### config.mk
export PLATFORM = sky130hd
export DESIGN_NAME = main_counter
export DESIGN_NICKNAME = d
export VERILOG_FILES = /design/src/rtl/main_counter.sv
export SDC_FILE = /design/constraint.sdc
export NUM_CORES = 1
export LEC_CHECK = 0
export ABC_AREA = 1
export CAP_MARGIN = 10
export CORE_MARGIN = 1.5
export CORE_UTILIZATION = 30
export CTS_CLUSTER_DIAMETER = 30
export DETAILED_ROUTE_END_ITERATION = 6
export GPL_TIMING_DRIVEN = 1
export PLACE_DENSITY = 0.59
export SYNTH_ARGS = -nofsm -noshare
export SYNTH_HDL_FRONTEND = slang
export SYNTH_SLANG_ARGS = --single-unit
### constraint.sdc
create_clock -name slow_clk -period 2.2 [get_ports slow_clk]
set_input_delay 0.22 -clock slow_clk [delete_from_list [all_inputs] [get_ports slow_clk]]
set_output_delay 0.22 -clock slow_clk [all_outputs]
set_load 0.01 [all_outputs]
### src/rtl/main_counter.sv
// main_counter: shared PWM/timer time-base counter on the divided slow clock.
// Ports: slow_clk, rst (async, active-low), sw_rst, irq_rst, counter_en,
//   mode (1=PWM, 0=timer), timer_mode (1=continuous, 0=one-shot),
//   period_reg, counter (registered count), wrap (optional; when
//   MAIN_COUNTER_WRAP_PULSE_EN is defined, a one-cycle pulse on each wrap to 0).
module main_counter #(
  parameter int unsigned WIDTH = 16
) (
  input  logic             slow_clk,
  input  logic             rst,
  input  logic             sw_rst,
  input  logic             irq_rst,
  input  logic             counter_en,
  input  logic             mode,
  input  logic             timer_mode,
  input  logic [WIDTH-1:0] period_reg,
  output logic [WIDTH-1:0] counter
`ifdef MAIN_COUNTER_WRAP_PULSE_EN
  ,
  output logic             wrap
`endif
);

  logic [WIDTH-1:0] counter_q, counter_d;
  logic             armed_q, armed_d;
  logic             done_q, done_d;

  logic [WIDTH-1:0] cnt_inc;
  logic [WIDTH:0]   cnt_inc_x;
  logic             pwm_hit;
  logic             tmr_hit;

  assign cnt_inc   = counter_q + 1'b1;
  assign cnt_inc_x = {1'b0, counter_q} + 1'b1;

  // Extended compare: counter+1 >= P is counter >= P-1 without the
  // P=0 underflow, so P=0 pins the count at 0.
  assign pwm_hit = (cnt_inc_x >= {1'b0, period_reg});
  assign tmr_hit = (counter_q >= period_reg);

  always_comb begin
    counter_d = counter_q;
    armed_d   = armed_q;
    done_d    = done_q;
    if (sw_rst) begin
      counter_d = '0;
      armed_d   = 1'b0;
      done_d    = 1'b0;
    end else if (!counter_en) begin
      counter_d = counter_q;
    end else if (mode) begin
      armed_d   = 1'b0;
      done_d    = 1'b0;
      counter_d = pwm_hit ? '0 : cnt_inc;
    end else if (irq_rst) begin
      counter_d = '0;
      armed_d   = 1'b0;
      done_d    = 1'b0;
    end else if (!armed_q) begin
      // Start-latency tick: arm only, count does not move.
      armed_d = 1'b1;
    end else if (done_q) begin
      counter_d = '0;
    end else if (tmr_hit) begin
      counter_d = '0;
      done_d    = !timer_mode;
    end else begin
      counter_d = cnt_inc;
    end
  end

  always_ff @(posedge slow_clk or negedge rst) begin
    if (!rst) begin
      counter_q <= '0;
      armed_q   <= 1'b0;
      done_q    <= 1'b0;
    end else begin
      counter_q <= counter_d;
      armed_q   <= armed_d;
      done_q    <= done_d;
    end
  end

  assign counter = counter_q;

`ifdef MAIN_COUNTER_WRAP_PULSE_EN
  logic wrap_q, wrap_d;

  always_comb begin
    wrap_d = 1'b0;
    if (!sw_rst && counter_en) begin
      if (mode)
        wrap_d = pwm_hit;
      else
        wrap_d = !irq_rst && armed_q && !done_q && tmr_hit;
    end
  end

  always_ff @(posedge slow_clk or negedge rst) begin
    if (!rst)
      wrap_q <= 1'b0;
    else
      wrap_q <= wrap_d;
  end

  assign wrap = wrap_q;
`endif

endmodule

==> impl_metrics.yaml, run 1 <==
outcome:
  outcome: "finished with violations"
  violations_in_the_final_reports: "setup timing"
route:
  antenna_violating_nets_post_route: 0
  detail_route.wirelength_um: 6040
  post_route_drc_violation_count: 0
  first_iter_violations: 73
  detailedRoute.firstPassIterationCount: 4
  via_count: 2283
  wl_per_cell_um: 11.5
  post_drt_via_cell_ratio: 4.36
synth:
  total_nets_after_synthesis: 384
  register_area_share_after_synthesis_pct: 20.7
  synth-compound-area-share_pct: 5.46
  synth_top_cell_area_share_pct: 20.7
  synth_enable_flop_cells: 0
  synth_xor_area_share_pct: 2.82
  netlist.top_cell.by_area: "sky130_fd_sc_hd__dfrtp_1"
  async_reset_ff_share_pct: 100
  yosys_register_bits: 18
  synth.top_cells.by_count: "116 x sky130_fd_sc_hd__nand2_1, 57 x sky130_fd_sc_hd__inv_1, 33 x sky130_fd_sc_hd__ha_1, 22 x sky130_fd_sc_hd__nor2_1, 18 x sky130_fd_sc_hd__dfrtp_1"
  synth_simple_gate_area_share_pct: 39.0
  synth_mux_area_share_pct: 0
  post_synthesis_cell_area_um2: 2180
  dominant_combinational_cell_family_by_area_after_synthesis: "simple AND/OR/NAND/NOR gates"
  dominantRegCellSynth: "sky130_fd_sc_hd__dfrtp_1"
  netlist_instances: 328
  post_synth_fa_ha_maj_area_fraction_pct: 19.0
  syn_area_per_cell_um2: 6.64
  yosys.cell_count.top_type: "sky130_fd_sc_hd__nand2_1"
  ys_types: 30
  post_synth_main_area_contributors: "sky130_fd_sc_hd__dfrtp_1 21%, sky130_fd_sc_hd__nand2_1 20%, sky130_fd_sc_hd__ha_1 19%"
  yosys_warnings: 0
critical_path:
  regToRegSetupSlack_ps: -190
  setup_crit_path_kind: "reg -> reg"
  worst_ep_required_time_ps: 2340
  critical_path.reg2reg.startpoint: "counter[0]"
  critPathCaptureType: "flop"
  arrival_ps: 2540
  worstRegToRegCells: 17
  cp-start-kind: "flop"
  largest_fanout_on_the_critical_path: 8
  reg2reg_to: "counter[0]"
power_and_ir_drop:
  p_sw_mw: 0.243
  switching_share_of_power_pct: 28.4
  p_total_mw: 0.857
  cellInternalPower_mw: 0.614
  sequentialPowerShare_pct: 40.3
  power.density_nw_per_um2: 258
  ir_worst_vdd_uv: 178
  total_leakage_power_nw: 1.83
  clock_power_share_pct: 31.3
  combPwrFrac_pct: 28.4
global_routing:
  grt_overflow_total: 0
  grt_pass1_wl_um: 9780
  grt_start_max_net_pins: 19
  grt_antenna_before_repair: 0
  number_of_global_route_vias_before_repair: 2144
  grt_usage_pct: 16.1
floorplanning:
  floorplan.core_area_um2: 6910
  floorplan.initialDensity_pct: 31.5
  fp.dieH_um: 88.2
  die_area_um2: 7780
  die_width_um: 88.2
  num_io_pins: 39
  num_rows: 30
clock_network:
  max-clock-path-buffers: 2
  ctsHtreeMaxLevel: 1
  clkSinkCount: 18
  cts.reportedPaths.clkPinSlew_ps: 70
  clock_tree.root_cell: "sky130_fd_sc_hd__clkbuf_8"
  cts_made_buffers: 3
  cts_hold_fix_bufs: 0
  clk-insertion-delay-late_ps: 250
  tritoncts: "built"
timing:
  finalCriticalPeriod_ps: 2390
  finalHoldViolCount: 0
  slew_viol_final: 0
  fin_worst_skew_ps: 1.55
  rsz0062_at_grt: "yes"
  worstMarginPinSlew_ps: 305
  clock.fmax_mhz: 418
  timing.final.setup_violations: 16
  slew_headroom_pct: 79.5
  final.setup.worst_slack_ps: -193
  tns_ps: -2730
  finalCritPeriodShare_pct: 109
place:
  hpwlAfterDp_um: 4760
  place.gp.congestion: 0.918
  place_ws_ps: -185
  place.port_buffers: 38
flow_run:
  drv_cap: 0
final_layout:
  drive_above_1_share_pct: 29.9
  final_util_pct: 48.1
  antenna_cells_inserted: 0
  syn_to_final_growth_pct: 52.6
  nets: 485
min_path:
  timing.hold.worst.class: "in -> async"
==> state kept, by name, indices dropped and copies added (netlist names) <==
register / count
armed_q: 1
counter: 16
done_q: 1
==> power groups by stage <==
stage	Clock, mW	Sequential [mW]	Combinational [mW]
global placement	0	0.351	0.224
floorplan	0	0.355	0.121
detailed placement	0	0.351	0.225
finish	0.268	0.346	0.243
global route	0.289	0.346	0.274
CTS	0.276	0.346	0.243
==> per-stage QoR <==
step / cells / cell area (µm²) / hold WS [ps]
after floorplan: 328 / 2230 / -75.6
after global placement: 504 / 3030 / 478
after detailed placement: 504 / 3030 / 484
after CTS: 518 / 3260 / 307
after global routing: 524 / 3320 / 331
final: 524 / 3320 / 300
==> cells by family after synthesis <==
logic type | Yosys count
simple gates | 185
buf+inv | 67
xor+xnor | 7
compound gates | 18
fa+ha+maj | 33
flops | 18
==> worst max-delay path, cell delays in order, from the launching register on <==
cell                      delay, ps
sky130_fd_sc_hd__dfrtp_2        430
sky130_fd_sc_hd__nand3_4        100
sky130_fd_sc_hd__nor2_4         120
sky130_fd_sc_hd__nand2_2         80
sky130_fd_sc_hd__nor2_4         190
sky130_fd_sc_hd__nand4_1        110
sky130_fd_sc_hd__nand2_1        110
sky130_fd_sc_hd__inv_1           50
sky130_fd_sc_hd__ha_1           310
sky130_fd_sc_hd__nand4_1        110
sky130_fd_sc_hd__nor2_1         130
sky130_fd_sc_hd__nand2_1         60
sky130_fd_sc_hd__nand2_1         70
sky130_fd_sc_hd__a21oi_2         40
sky130_fd_sc_hd__nand3_2        130
sky130_fd_sc_hd__nand2_4        110
sky130_fd_sc_hd__nand2_1         90
sky130_fd_sc_hd__nand2_1         50
==> metal layers <==
metal	vias to the layer above	GRT usage (%)	share of wire (%)
li1	1216	-	-
met1	1023	24.0	52
met2	38	24.9	44
met3	6	0.848	1.9
met4	0	5.40	1.5
met5	-	0	0
==> cell usage in the layout (no fill, tap or decap), types with 2 or more instances in the layout <==
| master | instances |
|---|---|
| sky130_fd_sc_hd__ha_4 | 7 |
| sky130_fd_sc_hd__inv_2 | 6 |
| sky130_fd_sc_hd__inv_1 | 57 |
| sky130_fd_sc_hd__buf_4 | 61 |
| sky130_fd_sc_hd__nor2_2 | 10 |
| sky130_fd_sc_hd__nand2_4 | 3 |
| sky130_fd_sc_hd__nor3_2 | 3 |
| sky130_fd_sc_hd__nand2_1 | 107 |
| sky130_fd_sc_hd__nand3_1 | 7 |
| sky130_fd_sc_hd__dfrtp_2 | 6 |
| sky130_fd_sc_hd__nand2_2 | 12 |
| sky130_fd_sc_hd__ha_1 | 26 |
| sky130_fd_sc_hd__nor2_4 | 5 |
| sky130_fd_sc_hd__xnor2_1 | 2 |
| sky130_fd_sc_hd__nor2_1 | 22 |
| sky130_fd_sc_hd__clkbuf_8 | 4 |
| sky130_fd_sc_hd__nor3_1 | 3 |
| sky130_fd_sc_hd__nand3_2 | 3 |
| sky130_fd_sc_hd__nand4_2 | 2 |
| sky130_fd_sc_hd__clkdlybuf4s50_1 | 38 |
| sky130_fd_sc_hd__xor2_1 | 3 |
| sky130_fd_sc_hd__xor2_2 | 2 |
| sky130_fd_sc_hd__dfrtp_1 | 12 |
| sky130_fd_sc_hd__a21oi_1 | 11 |
| sky130_fd_sc_hd__nand4_1 | 6 |
==> how the worst max path moves through the flow <==
stage	cells after the start	endpoint	start
after global placement	17	counter[7]	counter[7]
after detailed placement	17	counter[7]	counter[7]
after CTS	15	counter[7]	counter[2]
after floorplan	18	counter[4]	counter[5]
final	17	counter[0]	counter[0]
after global routing	17	counter[11]	counter[6]
==> what timing repair did <==
item	4_1_cts	5_1_grt
setup endpoints to repair	16	16
gates resized for setup	17	3
gates cloned	1	0
hold endpoints to repair	0	0
setup buffers	9	6
pin swaps	11	7
==> area by class of cell <==
cell class              instances  area, µm²
fillers                       720       3580
clock buffers                   4       55.1
repair buffers                 99        838
multi-input cells             244       1620
inverters                      63        236
well taps                      96        120
flip-flops and latches         18        458
(Power assumes the default switching activity.)
==> inputs of run 2 (changes only) <==
--- a/config.mk
+++ b/config.mk
@@ -12,7 +12,7 @@
 export CTS_CLUSTER_DIAMETER = 30
 export DETAILED_ROUTE_END_ITERATION = 6
 export GPL_TIMING_DRIVEN = 1
-export PLACE_DENSITY = 0.59
+export SKIP_CTS_REPAIR_TIMING = 1
 export SYNTH_ARGS = -nofsm -noshare
 export SYNTH_HDL_FRONTEND = slang
 export SYNTH_SLANG_ARGS = --single-unit
==> run 2 against run 1 <==
Effect of this change:
- the flow still finishes with violations (setup timing)
- clock power decreased by 11%
- non-clock buffer count fell by 10
- combinational power about the same
- maximum frequency grew 1.4%
- sequential cell count stayed put
- die area did not move
- setup slack improved by 34 ps
- critical path depth is 1 lower
- first-iteration DRC count up 2.7%
- via count decreased by 0.57%
- global-route usage shrank 0.88 points
- critical path type unchanged
- largest cell class unchanged
- largest power group unchanged
==> impl_metrics.yaml, run 2 (synthesis gave the netlist of run 1 again) <==
route:
  first_iter_violations: 75
  detailedRoute.firstPassIterationCount: 4
  post_route_drc_violation_count: 0
  detail_route.wirelength_um: 5960
  wl_per_cell_um: 11.6
  post_drt_via_cell_ratio: 4.42
  via_count: 2270
  antenna_violating_nets_post_route: 0
timing:
  slew_headroom_pct: 77.8
  finalCritPeriodShare_pct: 107
  clock.fmax_mhz: 424
  fin_worst_skew_ps: 7.85
  timing.final.setup_violations: 16
  hold_ws_ps: 303
  slew_viol_final: 0
  finalHoldViolCount: 0
  rsz0062_at_grt: "yes"
  final.setup.worst_slack_ps: -159
  finalCriticalPeriod_ps: 2360
  worstMarginPinSlew_ps: 330
final_layout:
  nets: 475
  multi_input_comb_area_um2: 1670
  layout.filler_cells: 685
  drive_above_1_share_pct: 31.6
  mostFrequentLayoutCell: "sky130_fd_sc_hd__nand2_1"
  final_cell_mix: "99 x sky130_fd_sc_hd__nand2_1, 54 x sky130_fd_sc_hd__inv_1, 51 x sky130_fd_sc_hd__buf_4"
  syn_to_final_growth_pct: 51.4
  stdcell_count: 514
  antenna_cells_inserted: 0
  final_area_um2: 3300
  seq_area_um2: 459
  largest_register_ffs: 16
critical_path:
  critPathMostFrequentCell: "sky130_fd_sc_hd__nand2_1"
  critPathCaptureType: "flop"
  largest_stage_delay_worst_path_ps: 460
  cp_num_buf_inv: 1
  cp-start-kind: "flop"
  setup_crit_path_kind: "reg -> reg"
  cpLargestDelayFamily: "simple AND/OR/NAND/NOR gates"
  cp_cell_sequence: "ha_4, nand3_1, xor2_2, inv_1, ha_1, nand2_1, nand2_1, nand2_1, nand2_1, nand2_1, nand2_1, a21oi_2, nand3_4, nand2_4, nand2_1, nand2_1"
  crit_path_top_delay_cell: "sky130_fd_sc_hd__dfrtp_2"
  arrival_ps: 2550
  worst_ep_required_time_ps: 2390
  largest_fanout_on_the_critical_path: 8
global_routing:
  grt_start_max_net_pins: 19
  grt_usage_pct: 15.3
  grt_antenna_before_repair: 0
  number_of_global_route_vias_before_repair: 2096
  grt_overflow_total: 0
  grt_pass1_wl_um: 9280
floorplanning:
  die_width_um: 88.2
  num_io_pins: 39
  fp.dieH_um: 88.2
  die_area_um2: 7780
  floorplan.initialDensity_pct: 31.5
  num_rows: 30
  floorplan.core_area_um2: 6910
place:
  hpwlAfterDp_um: 4790
  dpl_cell_area_um2: 3030
  place.port_buffers: 38
  place.gp.congestion: 0.935
  numPlacedInstances: 504
clock_network:
  tritoncts: "built"
  max-clock-path-buffers: 2
  cts_made_buffers: 3
  clock_tree.root_cell: "sky130_fd_sc_hd__clkbuf_8"
  cts.reportedPaths.clkPinSlew_ps: 70
  clkSinkCount: 18
  clk-insertion-delay-late_ps: 260
  ctsHtreeMaxLevel: 1
outcome:
  outcome: "finished with violations"
  violations_in_the_final_reports: "setup timing"
power_and_ir_drop:
  total_leakage_power_nw: 1.77
  power.density_nw_per_um2: 251
  ir_worst_vdd_uv: 146
min_path:
  timing.hold.worst.class: "in -> async"
flow_run:
  drv_cap: 0
==> run 2: cell types whose count changed in the layout (fill, tap and decap cells not counted), sizes merged <==
cell  change
buf      -10
==> run 2: per-layer routing <==
layer / track usage, % / up-vias / share of wire (%)
met5: 0 / - / 0
met4: 5.40 / 0 / 1.8
met3: 1.04 / 9 / 2.4
met2: 24.5 / 37 / 46
met1: 21.6 / 1028 / 50
li1: - / 1196 / -
==> run 2: report_power, final <==
part | leakage [nW] | switching [mW] | internal [mW]
logic | 1.51 | 0.127 | 0.117
registers | 0.238 | 0.00951 | 0.337
clock network | 0.0228 | 0.109 | 0.129
total | 1.77 | 0.245 | 0.583
==> run 2: worst paths after layout <==
kind	start	to	slack, ps	cells past startpoint
setup reg to reg	counter[0]	counter[9]	-160	16
min in group slow_clk	done_q	done_q	490	2
hold reg to reg	done_q	done_q	490	2
setup / recovery	counter[0]	counter[9]	-160	16
max in group asynchronous	rst	counter[1]	1680	2
hold / removal	rst	counter[8]	300	2
==> run 2: final cells by class <==
cell class / count / area share, %
Clock buffer: 4 / 1.37
Inverter: 63 / 7.17
Multi-Input combinational cell: 244 / 50.7
Sequential cell: 18 / 13.9
Tap cell: 96 / 3.64
Timing Repair Buffer: 89 / 23.1
==> run 2: worst register-to-register path: stages (launching register included) <==
cell and delay, ps:
sky130_fd_sc_hd__dfrtp_2 460, sky130_fd_sc_hd__ha_4 200, sky130_fd_sc_hd__nand3_1 120, sky130_fd_sc_hd__xor2_2 220, sky130_fd_sc_hd__inv_1 70, sky130_fd_sc_hd__ha_1 320
sky130_fd_sc_hd__nand2_1 70, sky130_fd_sc_hd__nand2_1 50, sky130_fd_sc_hd__nand2_1 50, sky130_fd_sc_hd__nand2_1 50, sky130_fd_sc_hd__nand2_1 50, sky130_fd_sc_hd__nand2_1 60
sky130_fd_sc_hd__a21oi_2 170, sky130_fd_sc_hd__nand3_4 140, sky130_fd_sc_hd__nand2_4 150, sky130_fd_sc_hd__nand2_1 60, sky130_fd_sc_hd__nand2_1 50
==> run 2: metrics by stage <==
stage / power (mW) / utilization [%] / worst slack (ps) / setup TNS, ps
2_1_floorplan: 0.476 / - / -71.2 / -707
3_3_place_gp: 0.575 / 43.8 / -236 / -3690
3_5_place_dp: 0.577 / 43.8 / -266 / -4040
4_1_cts: 0.818 / 44.5 / -284 / -4390
5_1_grt: 0.878 / 47.7 / -370 / -5680
6_report: 0.828 / 47.7 / -159 / -2280
==> inputs of run 3 (changes only) <==
--- a/config.mk
+++ b/config.mk
@@ -10,9 +10,12 @@
 export CORE_MARGIN = 1.5
 export CORE_UTILIZATION = 30
 export CTS_CLUSTER_DIAMETER = 30
+export CTS_CLUSTER_SIZE = 28
 export DETAILED_ROUTE_END_ITERATION = 6
 export GPL_TIMING_DRIVEN = 1
+export PLACE_DENSITY = 0.54
 export SKIP_CTS_REPAIR_TIMING = 1
 export SYNTH_ARGS = -nofsm -noshare
 export SYNTH_HDL_FRONTEND = slang
 export SYNTH_SLANG_ARGS = --single-unit
+export TNS_END_PERCENT = 1
==> run 3 against run 2 <==
Effect of this change:
- sequential power about the same
- combinational power down 2%
- wire length up 3.4%
- clock-buffer cell count unchanged
- largest power group unchanged
- clock skew down 2.7 ps
- non-clock buffer count up 1
- global-route usage up 1.5 points
- the run still ends with setup timing left
- cell count up 0.19%
- hold slack worse by 17 ps
- critical path depth up 3
- total power up 4.3%
==> impl_metrics.yaml, run 3 (synthesis gave the netlist of run 1 again) <==
route:
  antenna_violating_nets_post_route: 0
  first_iter_violations: 87
  detailedRoute.firstPassIterationCount: 4
  detail_route.wirelength_um: 6160
  post_drt_via_cell_ratio: 4.26
  wl_per_cell_um: 12.0
  post_route_drc_violation_count: 0
  via_count: 2194
place:
  numPlacedInstances: 505
  place.gp.congestion: 0.915
  hpwlAfterDp_um: 4950
  dpl_cell_area_um2: 3030
  place.port_buffers: 38
power_and_ir_drop:
  ir_worst_vdd_uv: 208
  total_leakage_power_nw: 1.77
  p_total_mw: 0.864
  power.density_nw_per_um2: 266
flow_run:
  drv_cap: 0
critical_path:
  worst_ep_required_time_ps: 2400
  worstRegToRegCells: 19
  critical_path.reg2reg.startpoint: "counter[2]"
  reg2reg_to: "counter[13]"
  critPathCaptureType: "flop"
  setup_crit_path_kind: "reg -> reg"
  regToRegSetupSlack_ps: -250
  largest_fanout_on_the_critical_path: 8
  arrival_ps: 2650
  cp-start-kind: "flop"
min_path:
  timing.hold.worst.class: "in -> async"
floorplanning:
  floorplan.core_area_um2: 6910
  floorplan.initialDensity_pct: 31.5
  die_width_um: 88.2
  num_io_pins: 39
  fp.dieH_um: 88.2
  die_area_um2: 7780
  num_rows: 30
final_layout:
  nets: 476
  final_cell_mix: "98 x sky130_fd_sc_hd__nand2_1, 54 x sky130_fd_sc_hd__inv_1, 52 x sky130_fd_sc_hd__buf_4"
  mostFrequentLayoutCell: "sky130_fd_sc_hd__nand2_1"
  final_area_um2: 3250
  drive_above_1_share_pct: 30.1
  stdcell_count: 515
  largest_register_ffs: 16
  antenna_cells_inserted: 0
  syn_to_final_growth_pct: 49.1
global_routing:
  grt_antenna_before_repair: 0
  number_of_global_route_vias_before_repair: 2116
  grt_pass1_wl_um: 10000
  grt_usage_pct: 16.8
  grt_start_max_net_pins: 19
  grt_overflow_total: 0
clock_network:
  clock_tree.root_cell: "sky130_fd_sc_hd__clkbuf_8"
  max-clock-path-buffers: 2
  clkSinkCount: 18
  cts.reportedPaths.clkPinSlew_ps: 70
  cts_made_buffers: 3
  clk-insertion-delay-late_ps: 260
  ctsHtreeMaxLevel: 1
  tritoncts: "built"
outcome:
  outcome: "finished with violations"
  violations_in_the_final_reports: "setup timing"
timing:
  finalHoldViolCount: 0
  clock.fmax_mhz: 408
  fin_worst_skew_ps: 5.14
  hold_ws_ps: 285
  rsz0062_at_grt: "yes"
  final.setup.worst_slack_ps: -250
  timing.final.setup_violations: 16
  finalCriticalPeriod_ps: 2450
  slew_viol_final: 0
  finalCritPeriodShare_pct: 111
  worstMarginPinSlew_ps: 366
  slew_headroom_pct: 75.4
==> run 3: cell count changes in the layout (fill, tap and decap cells not counted), sizes merged <==
cell	previous run	this run
buf	51	52
==> run 3: critical path, stage by stage, from the launching register on <==
cell and delay [ps]:
sky130_fd_sc_hd__dfrtp_2 420, sky130_fd_sc_hd__nand2_2 80, sky130_fd_sc_hd__nor2_4 110, sky130_fd_sc_hd__nand2_4 60
sky130_fd_sc_hd__nor2_4 150, sky130_fd_sc_hd__nand3_1 120, sky130_fd_sc_hd__nand2_2 110, sky130_fd_sc_hd__inv_1 50
sky130_fd_sc_hd__ha_1 330, sky130_fd_sc_hd__nand2_2 80, sky130_fd_sc_hd__inv_1 30, sky130_fd_sc_hd__nand2_1 50
sky130_fd_sc_hd__nand2_1 40, sky130_fd_sc_hd__nand2_1 80, sky130_fd_sc_hd__nand2_2 70, sky130_fd_sc_hd__a21oi_2 180
sky130_fd_sc_hd__nand3_4 140, sky130_fd_sc_hd__nand2_4 140, sky130_fd_sc_hd__nand2_1 80, sky130_fd_sc_hd__nand2_1 60
==> run 3: worst max-delay path by stage <==
stage,slack [ps],endpoint,from
floorplan,-70,counter[4],counter[5]
global placement,-230,counter[4],counter[1]
detailed placement,-260,counter[4],counter[0]
CTS,-280,counter[4],counter[0]
global route,-460,counter[0],counter[0]
finish,-250,counter[13],counter[2]
==> run 3: power breakdown <==
part	total [mW]	internal, mW	switching, mW
Clock	0.277	0.159	0.117
Sequential	0.347	0.337	0.00981
Combinational	0.240	0.114	0.127
==> run 3: final cells by class <==
| cell class | count | area [µm²] |
|---|---|---|
| clock buffers | 4 | 55.1 |
| fillers | 738 | 3660 |
| inverters | 63 | 236 |
| multi-input cells | 244 | 1610 |
| flip-flops and latches | 18 | 458 |
| well taps | 96 | 120 |
| repair buffers | 90 | 771 |
==> run 3: per-layer routing <==
metal | wire length (µm) | vias up | GRT usage [%]
met2 | 2640 | 45 | 25.7
met3 | 193 | 7 | 1.13
met4 | 104 | 0 | 5.68
met1 | 3220 | 951 | 25.0
met5 | 0 | - | 0
li1 | - | 1191 | -
==> run 3: metrics by stage <==
step	TNS, ps	util (%)	setup WS (ps)
2_1_floorplan	-707	-	-71.2
3_3_place_gp	-2970	43.9	-227
3_5_place_dp	-3560	43.9	-258
4_1_cts	-3830	44.7	-279
5_1_grt	-7130	47.0	-456
6_report	-3670	47.0	-250
